**src/rtl/temp_seg_encoder.sv**
```systemverilog
// ---------------------------------------------------------------------------
// temp_seg_encoder
//   Turns a signed two's-complement temperature into four active-low
//   7-segment digit codes for the scanned display driver. The binary value is
//   converted to BCD by an iterative double-dabble engine, then formatted with
//   optional leading-zero blanking, a floating minus sign and an overflow
//   pattern of four minus signs.
//
// Ports
//   clk_i     in   1     system clock, rising edge
//   rst_i     in   1     asynchronous active-high reset
//   load_i    in   1     one-cycle request to convert value_i
//   value_i   in   IN_W  signed temperature, sampled with load_i
//   busy_o    out  1     conversion in progress
//   done_o    out  1     one-cycle pulse when number_o has just been updated
//   number_o  out  28    {dig3,dig2,dig1,dig0}, 7 bits each, bit0=a .. bit6=g
//
// Handshake: a request is the cycle in which load_i is high at a rising edge.
// Requests arriving while a conversion is under way are kept in a one-entry
// pending register (the newest overwrites older ones) and serviced in the
// next IDLE cycle. Every accepted conversion ends with exactly one done_o
// pulse, in the same cycle that number_o takes its new value.
// ---------------------------------------------------------------------------
module temp_seg_encoder #(
  parameter int IN_W = 14,
  parameter bit LZB  = 1'b1
) (
  input  logic            clk_i,
  input  logic            rst_i,
  input  logic            load_i,
  input  logic [IN_W-1:0] value_i,
  output logic            busy_o,
  output logic            done_o,
  output logic [27:0]     number_o
);

  localparam logic [6:0] SEG_BLANK = 7'b1111111;
  localparam logic [6:0] SEG_MINUS = 7'b0111111;
  localparam logic [4:0] CNT_LAST  = 5'(IN_W);

  typedef enum logic [1:0] {
    S_IDLE = 2'd0,
    S_CONV = 2'd1,
    S_ENC  = 2'd2
  } state_e;

  state_e          state_q, state_d;
  logic [IN_W-1:0] mag_q, mag_d;
  logic            neg_q, neg_d;
  logic            minov_q, minov_d;
  logic [19:0]     bcd_q, bcd_d;
  logic [4:0]      cnt_q, cnt_d;
  logic            pend_v_q, pend_v_d;
  logic [IN_W-1:0] pend_q, pend_d;
  logic [27:0]     number_q, number_d;
  logic            done_q, done_d;

  function automatic logic [6:0] seg7(input logic [3:0] d);
    case (d)
      4'd0:    seg7 = 7'b1000000;
      4'd1:    seg7 = 7'b1111001;
      4'd2:    seg7 = 7'b0100100;
      4'd3:    seg7 = 7'b0110000;
      4'd4:    seg7 = 7'b0011001;
      4'd5:    seg7 = 7'b0010010;
      4'd6:    seg7 = 7'b0000010;
      4'd7:    seg7 = 7'b1111000;
      4'd8:    seg7 = 7'b0000000;
      4'd9:    seg7 = 7'b0010000;
      default: seg7 = SEG_BLANK;
    endcase
  endfunction

  // Add-3 correction for the four low BCD digits.
  function automatic logic [15:0] dd_adjust(input logic [15:0] b);
    logic [15:0] r;
    r = b;
    for (int n = 0; n < 4; n++) begin
      if (r[4*n +: 4] >= 4'd5) r[4*n +: 4] = r[4*n +: 4] + 4'd3;
    end
    return r;
  endfunction

  // Source for a new conversion: a pending request always goes first.
  logic [IN_W-1:0] cap_src;
  logic            cap_neg;
  logic [IN_W-1:0] cap_mag;
  logic            cap_minov;
  logic [15:0]     bcd_adj;

  assign cap_src   = pend_v_q ? pend_q : value_i;
  assign cap_neg   = cap_src[IN_W-1];
  assign cap_mag   = cap_neg ? (~cap_src + IN_W'(1)) : cap_src;
  // The most negative code has no positive IN_W-bit twin; flag it outright.
  assign cap_minov = (cap_src == {1'b1, {(IN_W-1){1'b0}}});
  assign bcd_adj   = dd_adjust(bcd_q[15:0]);

  // Digit formatting from the finished BCD value.
  logic [27:0] enc_num;
  logic [3:0]  show;
  logic        seen;
  logic        ovf;

  always_comb begin
    enc_num = {4{SEG_BLANK}};
    show    = 4'b0000;
    seen    = 1'b0;
    ovf     = minov_q || (bcd_q[19:16] != 4'd0) || (neg_q && (bcd_q[15:12] != 4'd0));
    // A digit is shown once any digit at or above it is non-zero; dig0 always.
    for (int i = 3; i >= 0; i--) begin
      seen    = seen | (bcd_q[4*i +: 4] != 4'd0) | (i == 0);
      show[i] = seen | !LZB;
    end
    for (int i = 0; i < 4; i++) begin
      if (show[i]) enc_num[7*i +: 7] = seg7(bcd_q[4*i +: 4]);
    end
    if (neg_q) begin
      if (!LZB) begin
        enc_num[27:21] = SEG_MINUS;
      end else begin
        // Minus sits just left of the most significant shown digit.
        for (int i = 1; i < 4; i++) begin
          if (!show[i] && show[i-1]) enc_num[7*i +: 7] = SEG_MINUS;
        end
      end
    end
    if (ovf) enc_num = {4{SEG_MINUS}};
  end

  // Next-state and datapath control.
  always_comb begin
    state_d  = state_q;
    mag_d    = mag_q;
    neg_d    = neg_q;
    minov_d  = minov_q;
    bcd_d    = bcd_q;
    cnt_d    = cnt_q;
    pend_v_d = pend_v_q;
    pend_d   = pend_q;
    number_d = number_q;
    done_d   = 1'b0;

    case (state_q)
      S_IDLE: begin
        if (pend_v_q || load_i) begin
          mag_d   = cap_mag;
          neg_d   = cap_neg;
          minov_d = cap_minov;
          bcd_d   = 20'd0;
          cnt_d   = 5'd0;
          state_d = S_CONV;
          if (pend_v_q) begin
            // A load arriving together with a pending entry replaces it.
            pend_v_d = load_i;
            pend_d   = load_i ? value_i : pend_q;
          end
        end
      end
      S_CONV: begin
        if (cnt_q == CNT_LAST) begin
          state_d = S_ENC;
        end else begin
          // The top BCD digit never reaches 5 for IN_W <= 16, so it is only shifted.
          bcd_d = {bcd_q[18:16], bcd_adj, mag_q[IN_W-1]};
          mag_d = {mag_q[IN_W-2:0], 1'b0};
          cnt_d = cnt_q + 5'd1;
        end
      end
      S_ENC: begin
        number_d = enc_num;
        done_d   = 1'b1;
        state_d  = S_IDLE;
      end
      default: state_d = S_IDLE;
    endcase

    if (state_q != S_IDLE && load_i) begin
      pend_v_d = 1'b1;
      pend_d   = value_i;
    end
  end

  always_ff @(posedge clk_i or posedge rst_i) begin
    if (rst_i) begin
      state_q  <= S_IDLE;
      mag_q    <= '0;
      neg_q    <= 1'b0;
      minov_q  <= 1'b0;
      bcd_q    <= 20'd0;
      cnt_q    <= 5'd0;
      pend_v_q <= 1'b0;
      pend_q   <= '0;
      number_q <= {4{SEG_BLANK}};
      done_q   <= 1'b0;
    end else begin
      state_q  <= state_d;
      mag_q    <= mag_d;
      neg_q    <= neg_d;
      minov_q  <= minov_d;
      bcd_q    <= bcd_d;
      cnt_q    <= cnt_d;
      pend_v_q <= pend_v_d;
      pend_q   <= pend_d;
      number_q <= number_d;
      done_q   <= done_d;
    end
  end

  // Busy from the first shift step until the result is registered.
  assign busy_o   = (state_q == S_CONV && cnt_q != 5'd0) || (state_q == S_ENC);
  assign done_o   = done_q;
  assign number_o = number_q;

endmodule

```
**config.mk**
```make
export PLATFORM = sky130hd
export DESIGN_NAME = temp_seg_encoder
export DESIGN_NICKNAME = d
export VERILOG_FILES = /design/src/rtl/temp_seg_encoder.sv
export SDC_FILE = /design/constraint.sdc
export NUM_CORES = 1
export LEC_CHECK = 0
export ABC_CLOCK_PERIOD_IN_PS = 6300
export CAP_MARGIN = 20
export CORE_MARGIN = 2
export CORE_UTILIZATION = 64
export CTS_BUF_LIST = sky130_fd_sc_hd__clkbuf_8
export DETAILED_ROUTE_END_ITERATION = 10
export PLACE_DENSITY = 0.89
export SKIP_CTS_REPAIR_TIMING = 1
export SYNTH_ARGS = -nofsm -noshare
export SYNTH_HDL_FRONTEND = slang
export SYNTH_SLANG_ARGS = --single-unit
```
**constraint.sdc**
```tcl
create_clock -name clk_i -period 6.3 [get_ports clk_i]
set_input_delay 1.26 -clock clk_i [delete_from_list [all_inputs] [get_ports clk_i]]
set_output_delay 1.26 -clock clk_i [all_outputs]
set_load 0.005 [all_outputs]
```
==> metrics.md <==
| Metric | Value |
|---|---|
| Synth Area in Simple Gates | `17.0%` |
| DRT Pass-1 Iters | `4` |
| Synth area leaders | `dfrtp_1 (29%), dfstp_2 (15%), ha_1 (6.7%)` |
| Pwr dens | `490 nW/um^2` |
| Fin Hold WS | `0.460 ns` |
| Synth Warn # | `0` |
| Cell Rows | `32` |
| # diodes | `0` |
| Outcome | `finished clean` |
| CTS Sinks | `87` |
| Post-layout instance area | `5790 um^2` |
| Dominant cell type by area after synthesis | `dfrtp_1` |
| CTS Root Cell | `clkbuf_8` |
| RSZ-0062 raised after global routing | `false` |
| Seq/Total Area, Yosys | `43.7%` |
| Die Y | `93.0 um` |
| Critical path class | `in -> reg` |
| Max_cap viols | `0` |
| Largest family of logic cells by synthesized area | `compound AO/OA/AOI/OAI gates` |
| Commonest non-fill, non-tap cell in the layout | `dfrtp_1` |
| Die area | `8650 um^2` |
| Final setup viols | `0` |
| Final Critical Period | `3.33 ns` |
| Number of global-route vias before repair | `4010` |
| FILL cells | `558` |
| Adder-Cell Fraction of Synth Area | `6.86%` |
| Die W | `93.0 um` |
| EDFF count, synth | `0` |
| Post-synth top area share | `29.1%` |
| Pin count of the biggest net entering global routing | `88` |
| Core area | `7690 um^2` |
| Most frequent cells in the layout | `dfrtp_1 (59), nor2_1 (51), clkdlybuf4s50_1 (46)` |
| Post-Route WL | `10.8 mm` |
| Initial antenna violation count | `0` |
| Setup TNS | `0 ns` |
| HPWL Detailed | `7.59 mm` |
| GRT Resource Usage Total | `27.0%` |
| Design Power | `2830 uW` |
| Dpl cell area | `5570 um^2` |
| Maximum clock rate | `0.300 GHz` |
| Hold WC Path Type | `reg -> reg` |
| Via density | `6.02` |
| Layout cells sized above 1 | `13.1%` |
| Startpoint Class | `input port` |
| Inserted Clock Buffers | `9` |
| Cell Area, Synth | `5070 um^2` |
| Endpoints failing hold | `0` |
| H-tree level count | `3` |
| Multi-input logic area | `2640 um^2` |
| IO Pins | `47` |
| Final Cycle Share | `52.9%` |
| DRC violations left | `0` |
| Final Util | `75.3%` |
| First-pass GRT wire length | `18.8 mm` |
| ANT nets after route | `0` |
| Wire length per cell | `15.9 um` |
| Input/output buffers | `46` |
| Mapped Nets | `585` |
| Crit-path max FO | `5` |
| Worst setup EP type | `register` |
| Starting Density | `65.9%` |
| Syn-to-layout area delta | `14.2%` |
| Syn avg cell area | `9.37 um^2` |
| 1st-iter DRT viols | `281` |
| Synth Instances | `541` |
| Max transition margin | `45.6%` |
| Synth Area in XOR/XNOR | `2.94%` |
| Crit path DAT | `3.60 ns` |
| Gp weighted congestion | `0.894` |
| CTS clk-pin slew, worst paths | `0.09 ns` |
| Number of library cell types mapped by synthesis | `60` |
| Compound-cell area share of the yosys netlist | `17.6%` |
| Worst-Margin Slew | `0.793 ns` |
| Vias | `4107` |
| Nets | `619` |
| Seq cells post-synth | `87` |
| Storage element area | `2210 um^2` |
| Clock Latency Late Sink | `0.37 ns` |
| Ys flop type | `dfrtp_1` |
| Synth async-reset ratio | `100%` |
| Critical path required time | `6.57 ns` |
| Post-synthesis mux area share | `7.73%` |
| CTS tree | `done` |
| Peak VDD IR | `0.000285 V` |
| LEAKAGE | `0.00244 uW` |
| Grt ovf | `0` |
| Final Slew Violations | `0` |
| Clk buf depth | `2` |
| Clock Skews | `0.0147 ns` |
critical path, cell delays in order:
cell and delay [ns]:
clkdlybuf4s50_1 0.47, mux2i_1 0.22, ha_1 0.22, nor4bb_1 0.42, a2bb2o_4 0.27, o41ai_2 0.34
xnor2_1 0.15, a211oi_1 0.24
sequential cells by signal (all words and copies together), names as in the netlist:
| name | flops |
|---|---|
| number_o | 28 |
| bcd_q | 20 |
| mag_q | 14 |
| pend_q | 14 |
| cnt_q | 5 |
| state_q | 2 |
| done_o | 1 |
| minov_q | 1 |
| neg_q | 1 |
| pend_v_q | 1 |
cell type report:
class                           instances  area share (%)
Timing Repair Buffer                   52            9.08
Sequential cell                        87            38.2
Multi-Input combinational cell        399            45.6
Tap cell                              102            2.21
Inverter                               26            1.71
Clock inverter                          6           0.779
Clock buffer                           10            2.38
where the power goes:
part	internal [uW]	leakage, uW	switching [uW]
sequential	792	0.00100	234
combinational	634	0.00136	802
clock	155	0.0000849	214
total	1580	0.00244	1250
routing by layer:
| layer | vias up | wire length (um) | GRT usage (%) |
|---|---|---|---|
| met5 | - | 0 | 0 |
| met4 | 0 | 217 | 10.4 |
| met3 | 22 | 457 | 3.63 |
| met2 | 132 | 5420 | 45.4 |
| met1 | 1957 | 4730 | 35.9 |
| li1 | 1996 | - | - |
synth_stat cells (4+ instances only):
cell type / instances
a211oi_1: 6
a21oi_1: 35
a31oi_1: 9
and2_1: 4
buf_2: 5
clkbuf_1: 22
dfrtp_1: 59
dfstp_2: 28
ha_1: 27
inv_1: 23
mux2_2: 16
mux2i_1: 20
nand2_1: 45
nand2b_1: 8
nand3_1: 26
nand4_1: 5
nor2_1: 51
nor3_1: 12
nor3b_1: 4
o211ai_1: 4
o21ai_0: 40
o21ai_1: 9
o22a_1: 8
o22ai_1: 6
xnor2_1: 11
xor2_1: 6
stage by stage:
stage,setup WS (ns),std cells
after floorplan,2.84,541
after global routing,2.88,682
after global placement,2.85,664
after detailed placement,2.70,664
after CTS,3.02,680
final,2.97,682
kinds of logic (layout without fill, tap and decap cells):
kind of cell / count (synthesis) / count (layout)
mux: 37 / 37
simple gates: 176 / 176
xor+xnor: 17 / 17
flops: 87 / 87
buf+inv: 55 / 94
fa+ha+maj: 28 / 28
compound gates: 141 / 141
path summary, 6_finish.rpt:
path / from / to / slack (ns) / cells after the start
max: value_i[1] / mag_q[12]$_DFFE_PP0P_ / 2.97 / 8
min: number_o[17]$_DFFE_PP1P_ / number_o[17]$_DFFE_PP1P_ / 0.46 / 2
max reg2reg: bcd_q[12]$_DFFE_PP0P_ / number_o[7]$_DFFE_PP1P_ / 3.46 / 7
min reg2reg: number_o[17]$_DFFE_PP1P_ / number_o[17]$_DFFE_PP1P_ / 0.46 / 2
max in group asynchronous: rst_i / number_o[19]$_DFFE_PP1P_ / 4.47 / 4
min in group asynchronous: rst_i / bcd_q[14]$_DFFE_PP0P_ / 1.19 / 3
Note: power is estimated with default switching activity, not from simulation.
